===== src/rtl/push_debouncer_pkg.sv =====
// Shared definitions for the push-button conditioning block:
// channel state encoding and button index constants.
package push_pkg;

    typedef enum logic [2:0] {
        IDLE     = 3'd0,
        CONF_ON  = 3'd1,
        HELD     = 3'd2,
        REPEAT   = 3'd3,
        CONF_OFF = 3'd4
    } state_t;

    localparam int BTN_ARRIBA    = 0;
    localparam int BTN_ABAJO     = 1;
    localparam int BTN_IZQUIERDA = 2;
    localparam int BTN_DERECHA   = 3;
    localparam int BTN_CENTRO    = 4;

    // Only the up/down buttons auto-repeat (value inc/dec while held).
    localparam logic [4:0] DEFAULT_REPEAT_MASK =
        5'((1 << BTN_ARRIBA) | (1 << BTN_ABAJO));

endpackage


===== src/rtl/push_debouncer_if.sv =====
// Button bundle between the board pins / consumers and the conditioner.
interface push_debouncer_if #(
    parameter int N_BTN = 5
);
    logic [N_BTN-1:0] btn_raw;
    logic             enable;
    logic [N_BTN-1:0] btn_level;
    logic [N_BTN-1:0] btn_pulse;
    logic [N_BTN-1:0] btn_release;
    logic             any_pressed;

    modport master (
        output btn_raw, enable,
        input  btn_level, btn_pulse, btn_release, any_pressed
    );

    modport slave (
        input  btn_raw, enable,
        output btn_level, btn_pulse, btn_release, any_pressed
    );
endinterface


===== src/rtl/push_debouncer_channel.sv =====
// One button: 2-FF synchroniser, debounce/repeat FSM with a saturating
// counter, and registered level / press-pulse / release-pulse outputs.
module push_debounce_channel
    import push_pkg::*;
#(
    parameter int DEB_CYC   = 2_000_000,
    parameter int REP_DELAY = 50_000_000,
    parameter int REP_RATE  = 10_000_000,
    parameter bit REPEAT_EN = 1'b0,
    parameter int CNT_W     = 26
) (
    input  logic clk,
    input  logic Reset_n,
    input  logic raw,
    output logic level,
    output logic press_pulse,
    output logic rel_pulse
);

    localparam logic [CNT_W-1:0] DEB_LAST   = CNT_W'(DEB_CYC - 1);
    localparam logic [CNT_W-1:0] DELAY_LAST = CNT_W'(REP_DELAY - 1);
    localparam logic [CNT_W-1:0] RATE_LAST  = CNT_W'(REP_RATE - 1);
    localparam logic [CNT_W-1:0] CNT_ONE    = CNT_W'(1);

    function automatic logic [CNT_W-1:0] sat_inc(input logic [CNT_W-1:0] v);
        return (&v) ? v : v + 1'b1;
    endfunction

    logic             sync_p0, sync_p1;
    state_t           state, state_nxt;
    logic [CNT_W-1:0] cnt, cnt_nxt;
    logic             rep_mem, rep_mem_nxt;
    logic             level_nxt, press_nxt, rel_nxt;

    // Synchroniser, FSM state, counter and registered outputs.
    always_ff @(posedge clk) begin
        if (!Reset_n) begin
            sync_p0     <= 1'b0;
            sync_p1     <= 1'b0;
            state       <= IDLE;
            cnt         <= '0;
            rep_mem     <= 1'b0;
            level       <= 1'b0;
            press_pulse <= 1'b0;
            rel_pulse   <= 1'b0;
        end else begin
            sync_p0     <= raw;
            sync_p1     <= sync_p0;
            state       <= state_nxt;
            cnt         <= cnt_nxt;
            rep_mem     <= rep_mem_nxt;
            level       <= level_nxt;
            press_pulse <= press_nxt;
            rel_pulse   <= rel_nxt;
        end
    end

    // Next state: qualify press/release for DEB_CYC cycles, repeat while held.
    // DEB_CYC=1 accepts a level straight from IDLE/HELD/REPEAT with no confirm state.
    always_comb begin
        state_nxt   = state;
        cnt_nxt     = sat_inc(cnt);
        rep_mem_nxt = rep_mem;
        level_nxt   = level;
        press_nxt   = 1'b0;
        rel_nxt     = 1'b0;
        case (state)
            IDLE: begin
                cnt_nxt = '0;
                if (sync_p1) begin
                    if (DEB_CYC <= 1) begin
                        state_nxt   = HELD;
                        rep_mem_nxt = 1'b0;
                        level_nxt   = 1'b1;
                        press_nxt   = 1'b1;
                    end else begin
                        state_nxt = CONF_ON;
                        cnt_nxt   = CNT_ONE;
                    end
                end
            end
            CONF_ON: begin
                if (!sync_p1) begin
                    state_nxt = IDLE;
                    cnt_nxt   = '0;
                end else if (cnt == DEB_LAST) begin
                    state_nxt   = HELD;
                    cnt_nxt     = '0;
                    rep_mem_nxt = 1'b0;
                    level_nxt   = 1'b1;
                    press_nxt   = 1'b1;
                end
            end
            HELD, REPEAT: begin
                if (!sync_p1) begin
                    rep_mem_nxt = (state == REPEAT);
                    if (DEB_CYC <= 1) begin
                        state_nxt = IDLE;
                        cnt_nxt   = '0;
                        level_nxt = 1'b0;
                        rel_nxt   = 1'b1;
                    end else begin
                        state_nxt = CONF_OFF;
                        cnt_nxt   = CNT_ONE;
                    end
                end else if (state == HELD && REPEAT_EN && cnt == DELAY_LAST) begin
                    state_nxt = REPEAT;
                    cnt_nxt   = '0;
                    press_nxt = 1'b1;
                end else if (state == REPEAT && cnt == RATE_LAST) begin
                    cnt_nxt   = '0;
                    press_nxt = 1'b1;
                end
            end
            CONF_OFF: begin
                if (sync_p1) begin
                    state_nxt = rep_mem ? REPEAT : HELD;
                    cnt_nxt   = '0;
                end else if (cnt == DEB_LAST) begin
                    state_nxt = IDLE;
                    cnt_nxt   = '0;
                    level_nxt = 1'b0;
                    rel_nxt   = 1'b1;
                end
            end
            default: begin
                state_nxt = IDLE;
                cnt_nxt   = '0;
            end
        endcase
    end

endmodule


===== src/rtl/push_debouncer.sv =====
// Push-button conditioner: one debounce channel per button, auto-repeat
// enabled per REPEAT_MASK, pulses gated by enable, any_pressed summary.
module push_debouncer
    import push_pkg::*;
#(
    parameter int               N_BTN       = 5,
    parameter int               DEB_CYC     = 2_000_000,
    parameter int               REP_DELAY   = 50_000_000,
    parameter int               REP_RATE    = 10_000_000,
    parameter logic [N_BTN-1:0] REPEAT_MASK = N_BTN'(DEFAULT_REPEAT_MASK),
    parameter int               CNT_W       = 26
) (
    input  logic            clk,
    input  logic            Reset_n,
    push_debouncer_if.slave bus
);

    logic [N_BTN-1:0] level, pulse, rel;

    for (genvar i = 0; i < N_BTN; i++) begin : g_ch
        push_debounce_channel #(
            .DEB_CYC   (DEB_CYC),
            .REP_DELAY (REP_DELAY),
            .REP_RATE  (REP_RATE),
            .REPEAT_EN (REPEAT_MASK[i]),
            .CNT_W     (CNT_W)
        ) u_ch (
            .clk         (clk),
            .Reset_n     (Reset_n),
            .raw         (bus.btn_raw[i]),
            .level       (level[i]),
            .press_pulse (pulse[i]),
            .rel_pulse   (rel[i])
        );
    end

    // Level keeps tracking while disabled; only the event pulses are suppressed.
    assign bus.btn_level   = level;
    assign bus.btn_pulse   = pulse & {N_BTN{bus.enable}};
    assign bus.btn_release = rel & {N_BTN{bus.enable}};
    assign bus.any_pressed = |level;

endmodule


===== src/flat_wrapper.sv =====
// flat-port wrapper written by rule: the top's interface ports become plain ports
module push_debouncer_flat import push_pkg::*;
#(
    parameter int               N_BTN       = 5,
    parameter int               DEB_CYC     = 2_000_000,
    parameter int               REP_DELAY   = 50_000_000,
    parameter int               REP_RATE    = 10_000_000,
    parameter logic [N_BTN-1:0] REPEAT_MASK = N_BTN'(DEFAULT_REPEAT_MASK),
    parameter int               CNT_W       = 26
)
  (clk, Reset_n, bus_btn_raw, bus_enable, bus_btn_level, bus_btn_pulse, bus_btn_release, bus_any_pressed);
  push_debouncer_if #(.N_BTN(N_BTN)) bus_i ();
  input  logic clk;
  input  logic Reset_n;
  input wire logic [$bits(bus_i.btn_raw)-1:0] bus_btn_raw;
  input wire logic [$bits(bus_i.enable)-1:0] bus_enable;
  output wire logic [$bits(bus_i.btn_level)-1:0] bus_btn_level;
  output wire logic [$bits(bus_i.btn_pulse)-1:0] bus_btn_pulse;
  output wire logic [$bits(bus_i.btn_release)-1:0] bus_btn_release;
  output wire logic [$bits(bus_i.any_pressed)-1:0] bus_any_pressed;
  assign bus_i.btn_raw = bus_btn_raw;
  assign bus_i.enable = bus_enable;
  assign bus_btn_level = bus_i.btn_level;
  assign bus_btn_pulse = bus_i.btn_pulse;
  assign bus_btn_release = bus_i.btn_release;
  assign bus_any_pressed = bus_i.any_pressed;
  push_debouncer #(.N_BTN(N_BTN), .DEB_CYC(DEB_CYC), .REP_DELAY(REP_DELAY), .REP_RATE(REP_RATE), .REPEAT_MASK(REPEAT_MASK), .CNT_W(CNT_W)) u_core (.clk(clk), .Reset_n(Reset_n), .bus(bus_i));
endmodule

===== config.mk =====
export PLATFORM = sky130hd
export DESIGN_NAME = push_debouncer_flat
export DESIGN_NICKNAME = d
export VERILOG_FILES = /design/src/rtl/push_debouncer_pkg.sv /design/src/rtl/push_debouncer_if.sv /design/src/rtl/push_debouncer_channel.sv /design/src/rtl/push_debouncer.sv /design/src/flat_wrapper.sv
export SDC_FILE = /design/constraint.sdc
export NUM_CORES = 1
export LEC_CHECK = 0
export BUFFER_PORTS_ARGS = -buffer_cell sky130_fd_sc_hd__buf_4
export CORE_MARGIN = 2
export CORE_UTILIZATION = 50
export DETAILED_ROUTE_END_ITERATION = 8
export GPL_TIMING_DRIVEN = 0
export PLACE_DENSITY = 0.77
export SLEW_MARGIN = 5
export SYNTH_ARGS = -nofsm -noshare
export SYNTH_HDL_FRONTEND = slang
export SYNTH_SLANG_ARGS = --single-unit

===== constraint.sdc =====
create_clock -name clk -period 2.4 [get_ports clk]
set_input_delay 0.24 -clock clk [delete_from_list [all_inputs] [get_ports clk]]
set_output_delay 0.24 -clock clk [all_outputs]
set_load 0.005 [all_outputs]

==> results.json <==
{
  "drcViolationCount": 0,
  "gr-total-overflow": 0,
  "avgSynthCellArea_um2": 8.24,
  "synth_warnings": 0,
  "synth.distinct_cells": 74,
  "ant_nets": 0,
  "fp.dieH_um": 138,
  "first_global_vias": 7073,
  "viasPerCell": 5.77,
  "syn-instance-count": 1088,
  "synthTopCellsByArea": "dfxtp_1 39%, xor2_1 6.8%, nor2_1 6.3%, nand4_1 3.7%, nand3_1 3.7%",
  "required_ns": 2.70,
  "grt_usage_pct": 21.1,
  "nNetsFinal": 1154,
  "synth_top_area_share_pct": 39.1,
  "power_density_nw_per_um2": 565,
  "slowest_stage": "or4_4",
  "io_buffer_count": 23,
  "start_util_pct": 51.5,
  "crit_start": "u_core.g_ch[1].u_ch.cnt[11]",
  "min_path_type": "in2reg",
  "ys.flop_type": "dfxtp_1",
  "max-slew-margin-rel_pct": 41.3,
  "cts_tree": "built",
  "die_width_um": 138,
  "max_stage_delay_ns": 0.54,
  "setup.worst_path.start_class": "flip-flop",
  "root_buffer": "clkbuf_16",
  "r2r_cells": 8,
  "run_status": "finished, final reports clean",
  "num_rows": 48,
  "fp.coreArea_um2": 17400,
  "p_leak_nw": 3.37,
  "power.total_mw": 5.81,
  "timing.hold.ws_ns": 0.0259,
  "cp_num_buf_inv": 2,
  "synth_seq_cells": 175,
  "grt_pass1_wl_um": 32700,
  "dpl.hpwl_um": 13500,
  "hold_buffers": 0,
  "hold_viol_final": 0,
  "cp.arrival_ns": 2.69,
  "period_needed_ns": 2.39,
  "tightest_slew_ns": 0.880,
  "slew_viol_final": 0,
  "cts_buffers": 17,
  "endpoint": "u_core.g_ch[1].u_ch.cnt[13]",
  "first_iter_violations": 518,
  "routabilityCongestion": 0.883,
  "firstDrtPassIters": 4,
  "dp.cells": 1336,
  "worst-r2r-setup-slack_ns": 0.01,
  "peakVddDrop_mv": 0.483,
  "fmax_mhz": 419,
  "regToRegStartpoint": "u_core.g_ch[1].u_ch.cnt[11]",
  "drive_above_1_share_pct": 11.4,
  "fin_worst_skew_ns": 0.00833,
  "grt_start_max_net_pins": 17,
  "cap_violations": 0,
  "synth_edf_count": 0,
  "r2r-end": "u_core.g_ch[1].u_ch.cnt[13]",
  "synthesis.area_um2": 8960,
  "setup_tns_ns": 0,
  "avgRoutedWirePerCell_um": 14.5,
  "yosys.area.top_type": "dfxtp_1",
  "critPathKind": "reg2reg",
  "synth_nets": 1101,
  "clock_latency_ns": 0.43,
  "path_clk_slew_ns": 0.06,
  "finalSetupViolations": 0,
  "io_pins": 24,
  "htreeDepth": 4,
  "critPathCaptureType": "flip-flop",
  "cp.depth": 8,
  "finalWirelength_um": 19900,
  "final_util_pct": 59.0,
  "seq_area_frac_synth_pct": 39.1,
  "cp_cell_sequence": "buf_6 -> or4_4 -> nor4_4 -> nand4b_1 -> o21a_1 -> a21oi_4 -> buf_4 -> nor3_1",
  "crit_fanout": 9,
  "via_count": 7953,
  "n_antenna_cell": 0,
  "synth-async-reset-ratio_pct": 0,
  "fin_crit_sh_pct": 99.4,
  "rsz0062_at_grt": "yes",
  "area_delta_synth_final_pct": 14.7,
  "die_area_um2": 19000,
  "antenna_found_initial": 0,
  "cts.path.max_buffers": 2,
  "cpLargestDelayFamily": "simple AND/OR/NAND/NOR gates",
  "clock-sinks": 175,
  "fin_cells": 1378
}
worst min path at each step:
| stage | from | slack [ns] | to | depth (start not counted) |
|---|---|---|---|---|
| 2_1_floorplan | bus_btn_raw[0] | 0.37 | u_core.g_ch[0].u_ch.sync_p0 | 1 |
| 3_5_place_dp | u_core.g_ch[4].u_ch.sync_p0 | 0.42 | u_core.g_ch[4].u_ch.sync_p1 | 1 |
| 3_3_place_gp | u_core.g_ch[3].u_ch.sync_p0 | 0.41 | u_core.g_ch[3].u_ch.sync_p1 | 1 |
| 5_1_grt | bus_btn_raw[4] | 0.008 | u_core.g_ch[4].u_ch.sync_p0 | 2 |
| 4_1_cts | bus_btn_raw[4] | 0.01 | u_core.g_ch[4].u_ch.sync_p0 | 2 |
| 6_report | bus_btn_raw[4] | 0.03 | u_core.g_ch[4].u_ch.sync_p0 | 2 |
cells in the final DEF (no fill, tap or decap), types with 4 or more instances in the layout:
cell type and n:
dfxtp_1 172, nor2_1 150, nand2_1 85, xor2_1 70, nand3_1 65, nor3_1 53, nand4_1 53, buf_4 46
a21oi_1 39, xnor2_1 37, clkbuf_1 35, and2_1 29, and3_1 26, inv_1 20, nor2b_1 17, clkbuf_16 17
o21ai_0 16, and4_1 15, nor4_1 13, nand2b_1 13, or3_1 12, a211oi_1 12, a31oi_1 11, nor4b_1 10
mux2i_1 10, buf_6 8, nor3b_1 8, buf_2 6, nor4_4 6, or4_1 6, nor4_2 6, nand3b_1 5
nand4b_1 4, ha_1 4, clkinv_2 4
state kept, by name, indices dropped and copies added, names as in the netlist:
signal / cells
u_core.g_ch.u_ch.state: 15
u_core.g_ch.u_ch.sync_p1: 5
u_core.g_ch.u_ch.cnt: 130
u_core.g_ch.u_ch.rel_pulse: 5
u_core.g_ch.u_ch.press_pulse: 5
u_core.g_ch.u_ch.level: 5
u_core.g_ch.u_ch.sync_p0: 5
u_core.g_ch.u_ch.rep_mem: 5
metal layers:
layer | track usage, % | wire length, µm | share of wire [%] | up-vias
met3 | 4.20 | 759 | 3.8 | 31
met1 | 28.3 | 9440 | 47 | 3770
met5 | 0 | 0 | 0 | -
met4 | 7.60 | 349 | 1.8 | 0
met2 | 33.8 | 9380 | 47 | 176
li1 | - | - | - | 3976
layout make-up:
cell class,instances,area [µm²]
multi-input cells,836,5250
flip-flops and latches,175,3510
inverters,21,78.8
well taps,225,282
fillers,1551,7130
plain buffers,54,300
clock buffers,24,472
clock inverters,7,110
repair buffers,36,278
through the flow:
| step | setup WS [ns] | area [µm²] |
|---|---|---|
| after detailed placement | -0.256 | 9420 |
| after CTS | 0.00489 | 10100 |
| after global routing | -0.0997 | 10300 |
| after global placement | -0.201 | 9420 |
| final | 0.0136 | 10300 |
| after floorplan | 0.176 | 8960 |
repair_timing:
action | in CTS | in global routing
resized for setup | 11 | 36
cloned | 0 | 2
setup endpoints to repair | 91 | 110
buffers inserted | 2 | 9
pin swaps | 2 | 9
cells by family (layout without fill, tap and decap cells):
family	after synthesis	count (layout)	synth area share, %
adder cells (fa/ha/maj)	5	5	0.698
buffers and inverters	77	142	4.20
AO/OA/AOI/OAI	114	114	8.49
multiplexers	10	10	1.12
XOR/XNOR	107	107	10.5
flip-flops	175	175	39.1
AND/OR/NAND/NOR	600	600	35.9
synthesized netlist by cell type (4+ instances only):
master	instances
a211oi_1	12
or3_1	12
nand4_1	53
clkbuf_1	32
xor2_1	70
nor4b_1	12
buf_6	6
or4_1	7
nand3_1	66
nand2b_1	14
nand4b_1	4
mux2i_1	10
and4_1	15
nor2_1	150
buf_4	8
a21oi_1	39
nor2b_1	17
and3_1	26
nor3b_1	9
ha_1	5
nand3b_1	5
nor3_1	55
nand2_1	86
and2_1	29
xnor2_1	37
nor4_1	20
buf_2	9
a31oi_1	11
inv_1	20
o21ai_0	16
dfxtp_1	175
power by group:
part | total [mW] | internal, mW | switching (mW)
Combinational | 0.118 | 0.0456 | 0.0726
Clock | 2.76 | 1.68 | 1.08
Sequential | 2.93 | 2.92 | 0.0107
Total | 5.81 | 4.64 | 1.17
No activity file was read; power rests on OpenSTA's default activity.
